File: src/rtl/phankenh_12tdm.sv
// phankenh_12tdm: twelve-channel time-division demultiplexer.
// Serial bits arrive one per enabled cycle. They are steered into a
// 12-bit shadow register by a slot counter that a frame-sync pulse
// aligns, and each complete frame is copied to the o0..o11 outputs.
//
// Optional feature, selected by macro PHANKENH_SYNC_CHECK_EN:
// a sync seen in RUN at a non-zero slot raises sync_err, drops the
// partial frame, and realigns the counter to that strobe.
// Without the macro, sync is ignored in RUN and sync_err stays 0.
//
// Handshake: there is no back-pressure. en is a qualifier only.
// din and sync are consumed on every rising clk edge where en=1,
// and all state holds on edges where en=0.
module phankenh_12tdm (
    input  logic       clk,
    input  logic       rst_n,
    input  logic       en,
    input  logic       din,
    input  logic       sync,
    output logic       o0,
    output logic       o1,
    output logic       o2,
    output logic       o3,
    output logic       o4,
    output logic       o5,
    output logic       o6,
    output logic       o7,
    output logic       o8,
    output logic       o9,
    output logic       o10,
    output logic       o11,
    output logic [3:0] slot,
    output logic       locked,
    output logic       frame_valid,
    output logic       sync_err
);

    typedef enum logic {
        HUNT = 1'b0,
        RUN  = 1'b1
    } state_t;

    localparam logic [3:0] LAST_SLOT = 4'd11;

    state_t      state_q,  state_d;
    logic [3:0]  slot_q,   slot_d;
    logic [11:0] shadow_q, shadow_d;
    logic [11:0] out_q,    out_d;
    logic        fv_q,     fv_d;
    logic        serr_q,   serr_d;

    // Next-state logic: hunt for sync, then count slots and publish whole frames.
    always_comb begin
        state_d  = state_q;
        slot_d   = slot_q;
        shadow_d = shadow_q;
        out_d    = out_q;
        fv_d     = 1'b0;
        serr_d   = 1'b0;

        if (slot_q > LAST_SLOT) begin
            // Unreachable counter value: recover by dropping lock.
            slot_d  = 4'd0;
            state_d = HUNT;
        end else if (en) begin
            if (state_q == HUNT) begin
                if (sync) begin
                    shadow_d[0] = din;
                    slot_d      = 4'd1;
                    state_d     = RUN;
                end
            end else begin
`ifdef PHANKENH_SYNC_CHECK_EN
                if (sync && (slot_q != 4'd0)) begin
                    // Misaligned frame: drop the partial frame and restart at slot 0.
                    serr_d      = 1'b1;
                    shadow_d[0] = din;
                    slot_d      = 4'd1;
                end else
`endif
                begin
                    shadow_d[slot_q] = din;
                    if (slot_q == LAST_SLOT) begin
                        // The last bit bypasses the shadow, so the output copy
                        // happens on the same edge that samples it.
                        slot_d = 4'd0;
                        out_d  = {din, shadow_q[10:0]};
                        fv_d   = 1'b1;
                    end else begin
                        slot_d = slot_q + 4'd1;
                    end
                end
            end
        end
    end

    // State and datapath registers, cleared asynchronously.
    always_ff @(posedge clk or negedge rst_n) begin
        if (!rst_n) begin
            state_q  <= HUNT;
            slot_q   <= 4'd0;
            shadow_q <= 12'd0;
            out_q    <= 12'd0;
            fv_q     <= 1'b0;
            serr_q   <= 1'b0;
        end else begin
            state_q  <= state_d;
            slot_q   <= slot_d;
            shadow_q <= shadow_d;
            out_q    <= out_d;
            fv_q     <= fv_d;
            serr_q   <= serr_d;
        end
    end

    assign {o11, o10, o9, o8, o7, o6, o5, o4, o3, o2, o1, o0} = out_q;
    assign slot        = slot_q;
    assign locked      = (state_q == RUN);
    assign frame_valid = fv_q;
    assign sync_err    = serr_q;

endmodule

File: config.mk
export PLATFORM = sky130hd
export DESIGN_NAME = phankenh_12tdm
export DESIGN_NICKNAME = d
export VERILOG_FILES = /design/src/rtl/phankenh_12tdm.sv
export SDC_FILE = /design/constraint.sdc
export NUM_CORES = 1
export LEC_CHECK = 0
export ABC_CLOCK_PERIOD_IN_PS = 1900
export CAP_MARGIN = 20
export CORE_MARGIN = 3
export CORE_UTILIZATION = 51
export CTS_CLUSTER_DIAMETER = 120
export DETAILED_ROUTE_END_ITERATION = 8
export PLACE_DENSITY = 0.78
export SLEW_MARGIN = 20
export SYNTH_ARGS = -nofsm -noshare
export SYNTH_HDL_FRONTEND = slang
export SYNTH_SLANG_ARGS = --single-unit
File: constraint.sdc
create_clock -name clk -period 1.9 [get_ports clk]
set_input_delay 0.38 -clock clk [delete_from_list [all_inputs] [get_ports clk]]
set_output_delay 0.38 -clock clk [all_outputs]
set_load 0.02 [all_outputs]
Yosys cells after proc, flatten, opt, wreduce, memory -nomap -nowiden
Index checks and enable logic that the tools add are counted.
Widths: inputs -> output; s select.
{"block": "word_totals", "latch_bits": 0, "elab_cells": 38, "input_bits": 5, "mem_bits_rw": 0, "romBits": 0, "n_memories": 0, "reg_bits": 30}
{"block": "classes", "reduce_logical": 8, "n_mux": 18, "bitwise": 1, "addsub": 1, "order_cmp": 3, "n_mul": 0, "n_div": 0, "n_shift": 0, "n_eq_ne": 1}
{"operator": "$mux 4", "n": 5}
{"operator": "$bwmux 12", "n": 1}
{"operator": "$mux 1", "n": 11}
{"operator": "$reduce_and 3->1", "n": 2}
{"operator": "$lt 4x5->1 const B", "n": 1}
{"operator": "$add 4x1->4 const B", "n": 1}
{"operator": "$demux 1 s4", "n": 1}
{"operator": "$eq 4x4->1 const B", "n": 1}
{"operator": "$ge 4x1->1 const B", "n": 1}
{"operator": "$gt 4x4->1 const B", "n": 1}
{"operator": "$reduce_and 4->1", "n": 1}
{"operator": "$reduce_bool 2->1", "n": 2}
{"operator": "$reduce_bool 3->1", "n": 1}
{"operator": "$reduce_and 2->1", "n": 1}
{"operator": "$logic_and 1x1->1", "n": 1}
{"operator": "$not 1->1", "n": 1}

Longest topological paths before layout
{"block": "logic_depth", "depth_word": 6, "ltp_mapped": 6, "mapped_depth_nobuf": 5}

Worst setup path before layout
Ideal clock, no wire load.
{"block": "synth_timing", "kind": "register to register", "from": "reg slot_q[0], in the netlist slot[0]", "to": "reg shadow_q[0]", "setup_ns": 0.125, "path_slack_ns": 0.321, "path_stages_with_launch": 6, "t_arrival_ns": 1.454, "n_path_buf": 0, "t_required_ns": 1.775, "cell_sequence": "dfrtp_1 -> inv_1 -> ha_1 -> nor4bb_1 -> o21ai_0 -> mux2_2"}
{"block": "synth_between", "elab_chain_cells": 6}
{"item": "from (decl)", "line_no": "46", "source": "logic [3:0] slot_q, slot_d;"}
{"item": "from (signal assigned)", "line_no": "108", "source": "slot_q <= slot_d;"}
{"item": "$lt 4x5->1 (not written as such) or $ge 4x1->1 (tied branches)", "line_no": "82", "source": "shadow_d[slot_q] = din;"}
{"item": "$logic_and 1x1->1 (not written as such)", "line_no": "82"}
{"item": "$mux 1 (not written as such)", "line_no": "82"}
{"item": "$demux 1 s4", "line_no": "82"}
{"item": "$bwmux 12", "line_no": "82"}
{"item": "$mux 1", "line_no": "66", "source": "if (state_q == HUNT) begin"}
{"item": "to (signal assigned)", "line_no": "109", "source": "shadow_q <= shadow_d;"}
{"item": "to (decl)", "line_no": "47", "source": "logic [11:0] shadow_q, shadow_d;"}
Parallel ways exist; a longest one is shown, timed or not.
A chain may end at the register's enable or synchronous reset.

Final worst setup path
{"block": "layout_timing", "from": "reg state_q, in the netlist locked", "to": "out locked"}
{"item": "from (decl)", "line_no": "45", "source": "state_t state_q, state_d;"}
{"item": "from (signal assigned)", "line_no": "107", "source": "state_q <= state_d;"}
{"item": "to (decl)", "line_no": "33", "source": "output logic locked,"}
No word-level cell between the ends.

==> run summary <==
The total overflow left after global routing is 0. For the worst-skew pair, the clock arrives at the later sink with an insertion delay of 330 ps. Setup violations remaining at the end of the flow were counted as 0.

Averaged over all synthesized cells, the footprint is 13.4 sq um. Die outline height: 57.3 um. The wire length of the first global-routing pass was 4210 um. The tools report the launching element type of the critical path as a flip-flop. The maximum resistive drop on vdd is 1.08 mV, and the post-synth design cell area is 1340 sq um.

The share of synthesized area in the top cell type comes to 54.0%. The endpoint identified for the worst register-to-register timing path is shadow_q[0]. On the worst path, the slowest cell contributes a delay of 620 ps.

The top achievable clock speed was 548 MHz. Of all cell types, the one taking the most synthesized area is sky130_fd_sc_hd__dfrtp_1. The average vias per placed instance came out at 5.42. Total track usage: 17.1%. The clock passes through at most 2 buffers. The tools report the clock tree root buffer cell as sky130_fd_sc_hd__clkbuf_4. Leakage dissipation: 0.843 nW. The count of cells along the worst register-to-register path was 5. The critical path is of the flip-flop to output port type. The most common cell after layout, fill and taps aside was sky130_fd_sc_hd__dfrtp_1.

The accumulated negative setup slack is 0 ps. The time the worst path needs with I/O delays and setup was 1820 ps. The via count of the routed design was 851; the data arrival time of the critical path was 1440 ps.

Reg-to-reg startpoint: slot[0]. Dividing total power by cell area gives a power density of 1570 nW/um^2. Counting the buffers created by CTS gives 5. The run gives 0 as the initial antenna violation count.

The share of the yosys chip area belonging to registers came out at 54.0%. By area the synthesized netlist is led by sky130_fd_sc_hd__dfrtp_1 54%, sky130_fd_sc_hd__mux2_2 13%, sky130_fd_sc_hd__mux2_4 10%, sky130_fd_sc_hd__ha_1 3.7%, sky130_fd_sc_hd__nand2_1 2.8%. Relative to the synthesized area, the layout overhead comes to 26.4%. Number of non-filler instances in the completed layout: 157. The path class of the tightest hold or removal check is input pin to async pin.

After detailed routing, the average wire length per cell comes to 14.7 um. In the layout the commonest cells are 28 x sky130_fd_sc_hd__dfrtp_1, 20 x sky130_fd_sc_hd__clkdlybuf4s50_1, 15 x sky130_fd_sc_hd__mux2_2. The run gives 175 as the fill cell instance count of the final layout. After technology mapping, the gate count stands at 100.

The number of nets in the finished design was 137. Buffers placed on the I/O ports in this run total 22. At the end of routability-driven placement, the weighted congestion stood at 0.773. For the count of yosys warnings during synthesis, the log shows 0. The top fanout value on the critical path came out at 13. Counting every net in the synthesized netlist gives 109. The width of the chip was 57.3 um.

Number of sinks handled by clock tree synthesis: 29. The run finished with clean final reports. The die covers 3290 sq um. Yosys mapped the design onto 29 distinct sky130hd cell types.

The run gives 2360 sq um as the placeable core area. The proportion of layout cells with a drive suffix above 1 was 31.8%; the number of slew-limit violations in the final report was 0. TritonCTS built the clock tree. The tool flagged a number of max-cap violations equal to 0. Setup repair after global routing left no endpoint under its margin.

Via count of the first global-routing pass: 926. The iteration count of the initial detailed-routing pass came out at 4. Including well taps, the total number of placed cells is 149. The number of register bits inferred by synthesis works out to 29. Once the floorplan was initialized, standard cells occupied 56.9% of the core. The number of H-tree levels came out at 2.

In this run, post-CTS hold repair placed 0 buffers. Entering global routing, the biggest net connects 30 pins. Data on the critical path is required at its endpoint by 1520 ps. For the sum of routed wire length over all layers, the log shows 2310 um.

The violation count after the first detailed-route iteration is 26. Across the routed clock network, the largest skew measured is 6.19 ps. The capturing element type of the critical path is an output port. After detailed routing, the number of remaining DRC violations is 0. The register-to-register setup slack was 270 ps; the core utilization of the finished layout was 72.0%. Traced cell by cell, the critical path runs through buf_4 -> clkdlybuf4s50_1.

Of the available clock period, the critical path in the final layout requires 96.0%. The floorplan row count was 17; the hold slack was 416 ps. Detailed placement finished with a half-perimeter wire length of 1620 um.

The run gives 0 as the number of hold-slack violations in the final timing report. The tools report the number of top-level design ports as 24. Clock-pin slew was measured on the worst setup and hold paths at 100 ps. Buffers added to address setup during post-CTS repair amount to 0.

The count of nets left with antenna violations once routing finished came out at 0. The slowest stage of the critical path belongs to the cell sky130_fd_sc_hd__clkdlybuf4s50_1. The number of diodes was 0.
[metal layers]
metal  track usage [%]  vias to the layer above  wire (um)
li1                  -                      399          -
met1              19.2                      423        983
met2              28.4                       23       1140
met3              7.69                        6        135
met4              6.95                        0         44
met5                 0                        -          0
[report_power, final]
| group | switching (mW) | internal (mW) | total, mW |
|---|---|---|---|
| clock | 0.217 | 0.407 | 0.624 |
| combinational | 0.459 | 0.551 | 1.01 |
| sequential | 0.179 | 0.853 | 1.03 |
| total | 0.855 | 1.81 | 2.67 |
[area by class of cell]
| class | instances | area [sq um] | share of cell area, % |
|---|---|---|---|
| Sequential cell | 29 | 727 | 42.8 |
| Multi-Input combinational cell | 63 | 568 | 33.4 |
| Timing Repair Buffer | 26 | 255 | 15.0 |
| Clock inverter | 3 | 65.1 | 3.83 |
| Clock buffer | 5 | 37.5 | 2.21 |
| Tap cell | 28 | 35.0 | 2.06 |
| Inverter | 3 | 11.3 | 0.663 |
[cells by family after synthesis]
logic type | count (synthesis) | share of synthesized area, %
buffers and inverters | 8 | 3.72
AOI/OAI and AO/OA | 9 | 4.28
DFF | 29 | 54.0
muxes | 24 | 22.6
other | 1 | 0.279
and+or+nand+nor | 25 | 11.4
adders and majority gates | 4 | 3.72
[metrics by stage]
step | cell area (sq um) | worst slack (ps) | power (mW)
floorplan | 1340 | 321 | 1.66
global placement | 1590 | 84.4 | 2.02
detailed placement | 1590 | 49.9 | 2.06
CTS | 1690 | 9.09 | 2.69
global route | 1700 | 8.13 | 2.84
finish | 1700 | 76.2 | 2.67
[state kept, by name, indices dropped and copies added, names as in the netlist]
register	count
out_q	12
shadow_q	11
slot	4
frame_valid	1
locked	1
[cell usage after synthesis, drive strengths merged]
library cell	instances
dfrtp	29
mux2	24
nand2	11
buf	4
ha	4
nor2	4
o21ai	4
inv	3
a21oi	1
a22oi	1
a311oi	1
a32oi	1
and2	1
and3	1
and3b	1
and4b	1
clkbuf	1
conb	1
nand2b	1
nand3	1
nand4b	1
nor2b	1
nor3b	1
nor4bb	1
o21a	1
[critical path: cells and delay by family (launching register included)]
family / cells / cell delay [ps]
buffers and inverters: 2 / 790
DFF: 1 / 330
[repair_timing]
| action | 4_1_cts | 5_1_grt |
|---|---|---|
| endpoints found under the setup margin | 1 | 2 |
| pin swaps | 0 | 0 |
| gates resized for setup | 1 | 2 |
[worst max-delay path by stage]
stage | from | slack [ps] | depth (start not counted) | to
after floorplan | slot[0] | 320 | 5 | shadow_q[0]
after global placement | en | 80 | 5 | out_q[4]
after detailed placement | en | 50 | 5 | out_q[8]
after CTS | slot[0] | 9 | 1 | slot[0]
after global routing | locked | 8 | 2 | locked
final | locked | 80 | 2 | locked
Note: power is estimated with default switching activity, not from simulation.
==> variant 1 (config.mk and constraints unchanged) <==
The output `frame_valid` loses its register stage (`fv_q` becomes a continuous assignment).
--- a/src/rtl/phankenh_12tdm.sv
+++ b/src/rtl/phankenh_12tdm.sv
@@ -102,5 +102,4 @@
             shadow_q <= 12'd0;
             out_q    <= 12'd0;
-            fv_q     <= 1'b0;
             serr_q   <= 1'b0;
         end else begin
@@ -109,8 +108,9 @@
             shadow_q <= shadow_d;
             out_q    <= out_d;
-            fv_q     <= fv_d;
             serr_q   <= serr_d;
         end
     end
+
+    assign fv_q = fv_d;
 
     assign {o11, o10, o9, o8, o7, o6, o5, o4, o3, o2, o1, o0} = out_q;
Formal check against the unedited RTL: no difference found for any inputs over 10 cycles, from zero or initial values and one cycle with rst_n low; that may be too few to reach the edited logic, so the function may still have changed.
==> variant 1 against the unedited design <==
Register-to-register slack improved by 0.03 ns. Hold slack worse by 0.031 ns. Design area shrank 1.8%. Worst setup slack gained 0.078 ns. Critical path type unchanged. Fmax up 4.5%. Synthesized area down 1.9%. Power fell by 7.3%. Sequential cell count decreased by 1. Largest cell class unchanged. Routed wire length increased by 5.0%.
==> variant 1: results (changes against the unedited design) <==
RePlAce Congestion=0.821 (was 0.773); initial DRC count=4 (was 26); Area after DPL=1610 um^2 (was 1590 um^2); Inst Count DP=154 (was 149); nets@finish=140 (was 137); Worst VDD drop=1000 uV (was 1080 uV); clock-pin slew on the worst setup and hold paths=0.15 ns (was 0.10 ns); clk buf depth=2 (unchanged); vias in the first global route=929 (was 926); share of layout cells above drive strength 1=0.331 (was 0.318); outcome=completed (unchanged); CP max FO=2 (was 13); routed vias/inst=5.28 (was 5.42); total global-route track usage=0.172 (was 0.171); crit path from=out_q[6] (was locked); global-route wire length before repair=4310 um (was 4210 um); CP arrival=1.37 ns (was 1.44 ns); Post-Synthesis Net Count=108 (was 109); fin cells=158 (was 157); Area contributors post-synth=dfrtp_1, mux2_2, mux2_4 (unchanged); R2R depth=6 (was 5); Lkg Pwr=0.855 nW (was 0.843 nW); largest net degree at the start of global routing=29 (was 30); clock skew=0.0119 ns (was 0.00619 ns); Post-Route WL=2420 um (was 2310 um); DP HPWL=1840 um (was 1620 um); fillcell total=172 (was 175); H-tree levels=1 (was 2); Avg Inst Size Synth=13.3 um^2 (was 13.4 um^2); synth cell count leaders=dfrtp_1, mux2_2, nand2_1 (unchanged); register area share after synthesis=0.531 (was 0.540)
[variant 1: timing repair]
item                       4_1_cts  5_1_grt
resized for setup                6        5
cloned                           0        0
pin swaps                        0        1
setup endpoints to repair        3        4
[variant 1: kinds of logic after synthesis]
group                    Yosys count  synth area share
other                              1           0.00284
flip-flops                        28             0.531
adder cells (fa/ha/maj)            4            0.0380
AND/OR/NAND/NOR                   25             0.116
buffers and inverters              8            0.0379
multiplexers                      24             0.231
AO/OA/AOI/OAI                      9            0.0436
[variant 1: path summary, 6_finish.rpt]
path | to | slack (ns)
setup reg to reg | shadow_q[0] | 0.30
hold reg to reg | out_q[10] | 0.52
setup / recovery | o6 | 0.15
min in group clk | slot[0] | 0.40
hold / removal | out_q[3] | 0.39
max in group asynchronous | out_q[1] | 1.25
[variant 1: routing by layer]
metal  global-route usage  wire (um)  up-vias
met3               0.0460        134        4
li1                     -          -      404
met4               0.0629         59        0
met1                0.218       1060      400
met2                0.281       1160       27
met5                    0          0        -
[variant 1: cell type report]
| type | count | area share |
|---|---|---|
| Clock buffer | 3 | 0.0135 |
| Clock inverter | 1 | 0.0180 |
| Inverter | 3 | 0.00675 |
| Multi-Input combinational cell | 63 | 0.341 |
| Sequential cell | 28 | 0.420 |
| Tap cell | 28 | 0.0210 |
| Timing Repair Buffer | 32 | 0.180 |
[variant 1: metrics by stage]
step / worst slack, ns / power [mW] / util
floorplan: 0.280 / 1.63 / -
global route: 0.0930 / 2.65 / 0.713
global placement: -0.385 / 2.07 / 0.688
finish: 0.154 / 2.47 / 0.713
CTS: 0.0216 / 2.51 / 0.707
detailed placement: -0.404 / 2.13 / 0.688
[variant 1: report_power, final]
part	switching (mW)	leakage, nW	internal [mW]
clock network	0.180	0.0279	0.214
registers	0.127	0.361	0.828
logic	0.532	0.466	0.593
==> variant 2 (config.mk and constraints unchanged) <==
Made on the original files. The option `PHANKENH_SYNC_CHECK_EN` is turned on by a define.
--- a/src/rtl/phankenh_12tdm.sv
+++ b/src/rtl/phankenh_12tdm.sv
@@ -12,4 +12,6 @@
 // din and sync are consumed on every rising clk edge where en=1,
 // and all state holds on edges where en=0.
+`define PHANKENH_SYNC_CHECK_EN
+
 module phankenh_12tdm (
     input  logic       clk,
Formal check against the unedited RTL: not equivalent (Yosys sat finds a counterexample within 4 cycles, from zero or initial values and one cycle with rst_n low).
==> variant 2 against the unedited design <==
Synthesized area is 7.9% higher. Clock power down 47%. Clock skew down 0.0039 ns. Fmax is 0.28% lower. Sequential power fell by 11%. Sequential cell count is 1 higher. Sequential share of layout area increased by 0.38 points. Routed wire length is 8.8% higher. Design area grew 2.9%. Global-route usage fell by 0.078 points. Worst setup slack got worse by 0.0051 ns. Power is 29% lower.
==> variant 2: results (changes against the unedited design) <==
Sw Ratio=0.335 (was 0.321); Setup WS pre-CTS=0.0428 ns (was 0.0499 ns); clock skew=0.00227 ns (was 0.00619 ns); Sequential Power Share=0.486 (was 0.387); initial DRC count=20 (was 26); number of I/O port buffers=23 (was 22); Final clock-cell share=0.0258 (was 0.0604); Lkg Pwr=0.853 nW (was 0.843 nW); share of layout cells above drive strength 1=0.281 (was 0.318); Area contributors post-synth=dfrtp_1, mux2_2, mux2_4 (unchanged); drt wl/cell=14.8 um (was 14.7 um); largest net degree at the start of global routing=31 (was 30); antenna violations before repair=0 (unchanged); Area growth syn-to-layout=20.5% (was 26.4%); post-synthesis register bit count=30 (was 29); fillcell total=207 (was 175); detailed-route via count=961 (was 851); FF/Latch Area=754 um^2 (was 727 um^2); synth cell count leaders=dfrtp_1, mux2_2, nand3_1 (was dfrtp_1, mux2_2, nand2_1); Avg Inst Size Synth=12.8 um^2 (was 13.4 um^2); DP HPWL=1830 um (was 1620 um); Netlist cell types=30 (was 29); clock buffer count=7 (was 5); Largest stage delay, worst path=0.65 ns (was 0.62 ns); Pre-antenna DRT Iters=4 (unchanged); worst reg2reg setup slack=0.21 ns (was 0.27 ns); total global-route track usage=0.171 (about the same); Post-Synthesis Net Count=122 (was 109); global-route wire length before repair=4460 um (was 4210 um); RePlAce Congestion=0.798 (was 0.773); vias in the first global route=1,007 (was 926); worst reg2reg path endpoint=shadow_q[3] (was shadow_q[0]); nets@finish=148 (was 137); Inst Count DP=162 (was 149); internal power=1.25 mW (was 1.81 mW); Signal buffers=27 (was 26); Non-clk invs=5 (was 3); clock-pin slew on the worst setup and hold paths=0.08 ns (was 0.10 ns); multi-input logic portion of the cell area=0.361 (was 0.334); synth warn=0 (unchanged); clk root buf=clkbuf_4 (unchanged); Worst-Skew Late Latency=0.31 ns (was 0.33 ns); routed vias/inst=5.69 (was 5.42); register area share after synthesis=0.518 (was 0.540); Site Rows=18 (was 17); outcome=completed (unchanged); Multi-Input Combinational=70 (was 63); Area after DPL=1690 um^2 (was 1590 um^2); hold_ws=0.443 ns (was 0.416 ns); Clk pwr share=0.176 (was 0.234); Worst VDD drop=752 uV (was 1080 uV); cells resized by post-CTS repair=2 (was 1)
variant 2: cell count changes after synthesis, sizes merged, moves of 2 or more:
cell,unedited run,this run
nor2,4,0
nand2,11,5
nand3,1,11
a21oi,1,4
a21boi,0,2
buf,4,7
inv,3,5
variant 2: worst max path at each step:
stage,start,end,slack [ns],depth (start not counted)
after CTS,locked,locked,0.03,1
after detailed placement,sync,out_q[3],0.04,4
final,slot[2],slot[2],0.07,1
after global routing,slot[2],slot[2],0.01,1
after global placement,en,out_q[6],0.10,4
after floorplan,slot[0],shadow_q[3],0.25,5
variant 2: kinds of logic (layout without fill, tap and decap cells):
family	after synthesis	count (layout)	share of synthesized area
adder cells (fa/ha/maj)	4	4	0.0345
multiplexers	23	23	0.202
AND/OR/NAND/NOR	27	27	0.122
buffers and inverters	13	39	0.0500
flip-flops	30	30	0.518
AO/OA/AOI/OAI	16	16	0.0742
variant 2: routing by layer:
layer	GRT usage	part of all wire
met3	0.0458	0.046
met4	0.0680	0.012
met2	0.285	0.51
met5	0	0
met1	0.207	0.43
